### src/rtl/y_log_pkg.sv
// Shared constants for the Y event logger.
// Defaults for FIFO depth, timestamp width and pointer width.
package y_log_pkg;

  localparam int DEPTH_DEF = 4;
  localparam int TS_W_DEF  = 8;
  localparam int PTR_W_DEF = $clog2(DEPTH_DEF);

  function automatic int ptr_w(input int depth);
    return $clog2(depth);
  endfunction

endpackage

### src/rtl/y_event_logger_if.sv
// Push/pop bundle between the logger core and its timestamp FIFO.
// The master drives requests, the slave returns head data and status.
interface y_event_logger_if #(
  parameter int TS_W = 8
) ();

  logic            push;
  logic [TS_W-1:0] wdata;
  logic            pop;
  logic            clr;
  logic [TS_W-1:0] rdata;
  logic            empty;
  logic            full;
  logic            ovf_try;

  modport master (
    output push, wdata, pop, clr,
    input  rdata, empty, full, ovf_try
  );

  modport slave (
    input  push, wdata, pop, clr,
    output rdata, empty, full, ovf_try
  );

endinterface

### src/rtl/ts_fifo.sv
// Timestamp FIFO, first-word-fall-through, falling-edge clocked.
// A push into a full FIFO is dropped unless a pop frees the slot.
module ts_fifo
  import y_log_pkg::*;
#(
  parameter int DEPTH = DEPTH_DEF,
  parameter int TS_W  = TS_W_DEF
) (
  input logic              i_clk,
  input logic              i_rst_n,
  y_event_logger_if.slave  f
);

  localparam int PTR_W = ptr_w(DEPTH);
  localparam int CNT_W = PTR_W + 1;

  logic [TS_W-1:0]  r_mem [DEPTH];
  logic [PTR_W-1:0] r_wptr;
  logic [PTR_W-1:0] r_rptr;
  logic [CNT_W-1:0] r_cnt;

  logic w_empty;
  logic w_full;
  logic w_do_pop;
  logic w_do_push;

  assign w_empty   = (r_cnt == '0);
  assign w_full    = (r_cnt == CNT_W'(DEPTH));
  assign w_do_pop  = f.pop & ~w_empty;
  assign w_do_push = f.push & (~w_full | w_do_pop);

  assign f.empty   = w_empty;
  assign f.full    = w_full;
  assign f.rdata   = r_mem[r_rptr];
  assign f.ovf_try = f.push & w_full & ~w_do_pop;

  // Storage write; contents need no reset, occupancy guards reads.
  always_ff @(negedge i_clk) begin
    if (!f.clr && w_do_push) begin
      r_mem[r_wptr] <= f.wdata;
    end
  end

  // Pointers wrap naturally modulo DEPTH; occupancy tracks fill level.
  always_ff @(negedge i_clk or negedge i_rst_n) begin
    if (!i_rst_n) begin
      r_wptr <= '0;
      r_rptr <= '0;
      r_cnt  <= '0;
    end else if (f.clr) begin
      r_wptr <= '0;
      r_rptr <= '0;
      r_cnt  <= '0;
    end else begin
      if (w_do_push) r_wptr <= r_wptr + 1'b1;
      if (w_do_pop)  r_rptr <= r_rptr + 1'b1;
      r_cnt <= r_cnt
             + CNT_W'(w_do_push)
             - CNT_W'(w_do_pop);
    end
  end

endmodule

### src/rtl/y_event_logger.sv
// Timestamps rising edges of the upstream detector output Y.
// Holds edge detect, timestamp, event count and overflow flag.
module y_event_logger
  import y_log_pkg::*;
#(
  parameter int DEPTH = DEPTH_DEF,
  parameter int TS_W  = TS_W_DEF
) (
  input  logic            CLK,
  input  logic            RES,
  input  logic            Y_IN,
  input  logic            CLR,
  input  logic            RD_EN,
  output logic [TS_W-1:0] RD_DATA,
  output logic            EMPTY,
  output logic            FULL,
  output logic            OVF,
  output logic [TS_W-1:0] EVT_CNT
);

  logic [TS_W-1:0] r_ts;
  logic [TS_W-1:0] r_evt_cnt;
  logic            r_y_d;
  logic            r_ovf;
  logic            w_evt;

  y_event_logger_if #(.TS_W(TS_W)) u_if ();

  assign w_evt = Y_IN & ~r_y_d;

  assign u_if.push  = w_evt;
  assign u_if.wdata = r_ts;
  assign u_if.pop   = RD_EN;
  assign u_if.clr   = CLR;

  ts_fifo #(
    .DEPTH (DEPTH),
    .TS_W  (TS_W)
  ) u_fifo (
    .i_clk   (CLK),
    .i_rst_n (RES),
    .f       (u_if.slave)
  );

  assign RD_DATA = u_if.rdata;
  assign EMPTY   = u_if.empty;
  assign FULL    = u_if.full;
  assign OVF     = r_ovf;
  assign EVT_CNT = r_evt_cnt;

  // Timestamp, edge detect, saturating count and sticky overflow.
  always_ff @(negedge CLK or negedge RES) begin
    if (!RES) begin
      r_ts      <= '0;
      r_y_d     <= 1'b0;
      r_evt_cnt <= '0;
      r_ovf     <= 1'b0;
    end else if (CLR) begin
      r_ts      <= '0;
      r_y_d     <= 1'b0;
      r_evt_cnt <= '0;
      r_ovf     <= 1'b0;
    end else begin
      r_ts  <= r_ts + 1'b1;
      r_y_d <= Y_IN;
      if (w_evt && (r_evt_cnt != '1)) begin
        r_evt_cnt <= r_evt_cnt + 1'b1;
      end
      if (u_if.ovf_try) begin
        r_ovf <= 1'b1;
      end
    end
  end

endmodule

### config.mk
export PLATFORM = sky130hd
export DESIGN_NAME = y_event_logger
export DESIGN_NICKNAME = d
export VERILOG_FILES = /design/src/rtl/y_log_pkg.sv /design/src/rtl/y_event_logger_if.sv /design/src/rtl/ts_fifo.sv /design/src/rtl/y_event_logger.sv
export SDC_FILE = /design/constraint.sdc
export NUM_CORES = 1
export LEC_CHECK = 0
export CAP_MARGIN = 15
export CORE_ASPECT_RATIO = 1.5
export CORE_UTILIZATION = 45
export DETAILED_ROUTE_END_ITERATION = 7
export PLACE_DENSITY_LB_ADDON = 0.08
export SYNTH_ARGS = -nofsm -noshare
export SYNTH_HDL_FRONTEND = slang
export SYNTH_SLANG_ARGS = --single-unit
### constraint.sdc
create_clock -name CLK -period 4.7 [get_ports CLK]
set_input_delay 1.175 -clock CLK [delete_from_list [all_inputs] [get_ports CLK]]
set_output_delay 1.175 -clock CLK [all_outputs]
set_load 0.05 [all_outputs]
---- Yosys cells after proc, flatten, opt, wreduce, memory -nomap -nowiden ----
Memories as Yosys holds them, arrays and structs flattened.
Cells that the tools add are included.
operators by class
  add/sub/neg operators ................... 6
  reductions and logical operators ........ 8
  bitwise logic cells ..................... 10
  equality and inequality tests ........... 2
  multiplexer cells ....................... 13
operator list
  operator               number
  $mux W8                3
  $add A8 B1 Y8 const B  2
  $mux W2                4
  $ne A8 B8 Y1 const B   1
  $reduce_bool A2 Y1     4
  $and A1 B1 Y1          5
  $mux W1                5
  $add A2 B1 Y2 const B  2
  $not A1 Y1             4
  $add A3 B1 Y3          1
  $eq A3 B3 Y1 const B   1
  $logic_not A3 Y1       1
  $mux W3                1
  $sub A3 B1 Y3          1
  $logic_and A1 B1 Y1    2
  $logic_not A1 Y1       1
  $or A1 B1 Y1           1
word-level totals
  memories kept ........................... 1
  word-level logic and storage cells ...... 47
  register bits after elaboration ......... 25
  memory bits (writable) .................. 32
  input port bits ......................... 5
memory list
  name          depth  bits a word  rd ports  clocked after memory_dff  wr ports  RTL line       RTL
  u_fifo.r_mem  4      8            1         0                         1         ts_fifo.sv:17  logic [TS_W-1:0] r_mem [DEPTH];

---- Depth between registers and ports, before layout ----
  word-level depth ........................ 8
  mapped depth ............................ 8
  gate-level depth less buffers ........... 8

---- Cells and area by module ----
A second synthesis with hierarchy kept.
second synthesis, totals
  cells, all modules ...................... 171
  area total of the unflattened synthesis .. 2506.2 µm²
modules (own cells, without submodules)
  module          instances  area each (µm²)  cells an instance
  ts_fifo         1          1644.1           89
  y_event_logger  1          862.1            82

==> report_table.html <==
<table>
<tr><th>Metric</th><th>Value</th></tr>
<tr><th colspan="2">Critical path</th></tr>
<tr><td>CP endpoint kind</td><td>output port</td></tr>
<tr><td>Worst path slowest cell</td><td>mux4_2</td></tr>
<tr><td>Critical setup path kind</td><td>flip-flop to output port</td></tr>
<tr><td>Number of buffers and inverters on the critical path</td><td>2</td></tr>
<tr><td>Slowest Stage Delay on Critical Path</td><td>between 500 and 600 ps</td></tr>
<tr><td>Cell-by-cell listing of the critical path</td><td>buf_12 -&gt; mux4_2 -&gt; buf_6</td></tr>
<tr><td>Req. time, crit path</td><td>3520 ps</td></tr>
<tr><td>CP max FO</td><td>9</td></tr>
<tr><td>Arrival time at the worst endpoint</td><td>3940 ps</td></tr>
<tr><td>CP Launch Type</td><td>flip-flop</td></tr>
<tr><td>Kind of cell with the highest combined delay on the critical path</td><td>multiplexers</td></tr>
<tr><th colspan="2">Clock tree</th></tr>
<tr><td>H-tree levels</td><td>3</td></tr>
<tr><td>Clock Path Buffers</td><td>2</td></tr>
<tr><td>TritonCTS clock tree</td><td>done</td></tr>
<tr><td>TritonCTS Buffers</td><td>9</td></tr>
<tr><td>Number of clock sinks</td><td>57</td></tr>
<tr><td>Cts hold-fix bufs</td><td>0</td></tr>
<tr><td>Clock Root Buffer</td><td>clkbuf_8</td></tr>
<tr><td>Register clock-pin slew on the reported worst setup and hold paths</td><td>about 50 ps</td></tr>
<tr><td>Clk Latency, worst-skew pair</td><td>between 300 and 400 ps</td></tr>
<tr><th colspan="2">GRT</th></tr>
<tr><td>Pin count of the biggest net entering global routing</td><td>27</td></tr>
<tr><td>Initial antenna violation count</td><td>0</td></tr>
<tr><td>Via count of the first global-routing pass</td><td>1696</td></tr>
<tr><td>Total grt overflow</td><td>0</td></tr>
<tr><td>GR Util All Layers</td><td>0.1834</td></tr>
<tr><td>First-pass GRT wire length</td><td>7962 microns</td></tr>
<tr><th colspan="2">Floorplanning</th></tr>
<tr><td>Die Span X</td><td>between 60 and 70 microns</td></tr>
<tr><td>Top-level port count</td><td>24</td></tr>
<tr><td>Starting density of the core</td><td>0.4740</td></tr>
<tr><td>Floorplan core area</td><td>0.005245 sq mm</td></tr>
<tr><td>Die area</td><td>0.005832 sq mm</td></tr>
<tr><td>Die Ht</td><td>93.04 microns</td></tr>
<tr><td>Cell Rows</td><td>32</td></tr>
<tr><th colspan="2">Power</th></tr>
<tr><td>IR drop worst, VDD</td><td>roughly 0.31 mV</td></tr>
<tr><td>Final total power</td><td>between 1500 and 2000 uW</td></tr>
<tr><td>Pwr dens</td><td>between 400 and 500 mW/mm^2</td></tr>
<tr><td>Static leakage</td><td>0.001461 uW</td></tr>
<tr><th colspan="2">Yosys</th></tr>
<tr><td>Number of different library cells in the post-synthesis netlist</td><td>41</td></tr>
<tr><td>Gate Count Post-Synth</td><td>165</td></tr>
<tr><td>Share of synthesized registers carrying an async set or reset</td><td>0.4386</td></tr>
<tr><td>Most used DFF post-synth</td><td>edfxtp_1</td></tr>
<tr><td>Area of the mapped netlist</td><td>around 0.0025 sq mm</td></tr>
<tr><td>Synthesized Nets</td><td>about 180</td></tr>
<tr><td>Count of flip-flops with a built-in enable after synthesis</td><td>32</td></tr>
<tr><td>Dominant cells by area after synthesis</td><td>edfxtp_1 39%, dfrtn_1 25%, mux4_2 7.2%, ha_1 3.5%, nor2_1 3.0%</td></tr>
<tr><td>Top cell type by total area after synthesis</td><td>edfxtp_1</td></tr>
<tr><td>Number of synthesized register bits</td><td>57</td></tr>
<tr><td>Average footprint of a synthesized cell</td><td>15.07 sq um</td></tr>
<tr><td>Sequential area share after synthesis</td><td>0.6381</td></tr>
<tr><td>Area share of the largest cell type after synthesis</td><td>0.3865</td></tr>
<tr><td>Synthesis warning total</td><td>0</td></tr>
<tr><th colspan="2">Routing</th></tr>
<tr><td># DRC</td><td>0</td></tr>
<tr><td>Avg Vias per Cell</td><td>4.981</td></tr>
<tr><td>DRT Pass-1 Iters</td><td>4</td></tr>
<tr><td>Average wire per cell in the routed design</td><td>approximately 15 microns</td></tr>
<tr><td>Final wirelength</td><td>4534 microns</td></tr>
<tr><td>Count of antenna-violating nets left after detailed routing</td><td>0</td></tr>
<tr><td>DRC violation total after the first TritonRoute iteration</td><td>42</td></tr>
<tr><td>Vias</td><td>~1500</td></tr>
<tr><th colspan="2">STA</th></tr>
<tr><td>Number of failing setup endpoints in the final timing report</td><td>10</td></tr>
<tr><td>Post-route clock skew</td><td>~61 ps</td></tr>
<tr><td>Max-slew violation count</td><td>0</td></tr>
<tr><td>Fin worst setup slack</td><td>-412.5 ps</td></tr>
<tr><td>Worst slew pin tran</td><td>around 370 ps</td></tr>
<tr><td>Unrepaired setup endpoints after global routing</td><td>yes</td></tr>
<tr><td>Tightest slew margin relative to the limit</td><td>0.7548</td></tr>
<tr><td>Total count of hold-check failures in the final report</td><td>0</td></tr>
<tr><td>Final worst hold slack</td><td>~430 ps</td></tr>
<tr><th colspan="2">Placed design</th></tr>
<tr><td>Setup Slack @ Placement</td><td>-605.6 ps</td></tr>
<tr><td>Placer Congestion</td><td>0.7517</td></tr>
<tr><td>Placed wire-length estimate after detailed placement</td><td>3230 microns</td></tr>
<tr><td>Number of buffer cells added on primary ports</td><td>23</td></tr>
<tr><th colspan="2">Layout</th></tr>
<tr><td>Layout net count</td><td>~250</td></tr>
<tr><td>Core utilization of the finished layout</td><td>0.6491</td></tr>
<tr><td>Inserted Diodes</td><td>0</td></tr>
<tr><td>Area Growth Syn to Fin</td><td>36.94%</td></tr>
<tr><td># fillers</td><td>416</td></tr>
<tr><td>Fraction of layout instances using a drive strength above 1</td><td>0.3004</td></tr>
<tr><th colspan="2">Flow run</th></tr>
<tr><td>Max-cap violations</td><td>0</td></tr>
<tr><th colspan="2">Run status</th></tr>
<tr><td>Violations in the final reports</td><td>setup timing</td></tr>
<tr><td>Outcome</td><td>complete, but fails checks</td></tr>
<tr><th colspan="2">Worst hold path</th></tr>
<tr><td>Worst Hold Class</td><td>flip-flop to flip-flop</td></tr>
</table>
## path summary, 6_finish.rpt
check | start | end | slack (ps) | cells past startpoint
max | u_fifo.r_rptr[0] | RD_DATA[0] | -410 | 3
min | r_ts[0] | r_ts[0] | 430 | 1
max reg2reg | u_fifo.r_cnt[1] | u_fifo.r_cnt[1] | 2790 | 7
min reg2reg | r_ts[0] | r_ts[0] | 430 | 1
max in group asynchronous | RES | r_ts[4] | 960 | 2
min in group asynchronous | RES | u_fifo.r_rptr[0] | 3450 | 2
## registers in the layout (all words and copies together) (netlist names)
name / cells
u_fifo.r_rptr: 2
r_ts: 8
u_fifo.r_wptr: 2
u_fifo.r_cnt: 3
OVF: 1
r_y_d: 1
u_fifo.r_mem: 32
EVT_CNT: 8
## worst register-to-register path, stage by stage (launching register included)
cell	delay, ps
dfrtn_1	530
nor3_4	100
nand2b_1	200
mux2i_4	190
ha_4	150
inv_2	30
fa_2	510
nor2_1	40
## per-stage QoR
step | cell area, sq um | setup TNS, ps | std cells
6_report | 3405 | -3373 | 311
5_1_grt | 3405 | -3829 | 311
4_1_cts | 3377 | -3560 | 311
3_5_place_dp | 2978 | -22010 | 261
3_3_place_gp | 2978 | -20800 | 261
2_1_floorplan | 2502 | -463.2 | 165
## placed cells by master, fill, tap and decap left out, drive strengths merged, types with 5 or more instances in the layout
| master | netlist | layout |
|---|---|---|
| mux4 | 8 | 8 |
| nand3 | 5 | 5 |
| xor2 | 8 | 8 |
| buf | 3 | 33 |
| xnor2 | 5 | 5 |
| inv | 6 | 37 |
| dfrtn | 25 | 25 |
| nor2b | 5 | 5 |
| ha | 7 | 7 |
| nor2 | 20 | 20 |
| edfxtp | 32 | 32 |
| clkbuf | 2 | 10 |
## power breakdown
group          total, uW  switching, uW  internal (uW)  leakage (uW)
sequential           599           35.1            564      0.000637
combinational        488            250            238      0.000551
clock                587            255            332      0.000273
total               1670            540           1130       0.00146
## cells in the mapped netlist, types with 2 or more instances
cell	number
and3_1	3
clkbuf_1	2
nor2_1	20
nand3_1	5
dfrtn_1	25
mux4_2	8
xor2_1	8
nor2b_4	2
nor2b_1	3
edfxtp_1	32
inv_1	6
xnor2_1	5
a41oi_1	2
mux2i_1	3
a21oi_1	4
ha_1	7
and2_1	4
nor3_1	3
## logic make-up (layout without fill, tap and decap cells)
family          count (synthesis)  after routing  share of synthesized area
flops                          57             57                     0.6381
simple gates                   54             54                     0.1354
compound gates                 10             10                    0.02969
fa+ha+maj                       8              8                    0.04328
xor+xnor                       13             13                    0.04580
mux                            12             12                    0.08908
buf+inv                        11             89                    0.01862
## what timing repair did
action | CTS | global route
gates cloned | 0 | 0
setup endpoints to repair | 45 | 36
buffers inserted | 4 | 0
endpoints found under the hold margin | 0 | 0
resized for setup | 14 | 7
pin swaps | 2 | 1
## area by class of cell
| cell class | count | area, sq um | area share |
|---|---|---|---|
| sequential | 57 | 1587 | 0.4660 |
| multi-input combinational | 97 | 902.1 | 0.2650 |
| timing repair buffer | 37 | 481.7 | 0.1415 |
| clock inverter | 37 | 202.7 | 0.05954 |
| clock buffer | 10 | 127.6 | 0.03749 |
| tap | 68 | 85.08 | 0.02499 |
| inverter | 5 | 18.77 | 0.005513 |
## per-layer routing
layer	share of wire	global-route usage	wire length [microns]
met1	0.39	0.2022	1781
met2	0.56	0.3179	2522
met3	0.028	0.04878	125
met4	0.023	0.1027	105
met5	0	0	0
(Power assumes the default switching activity.)
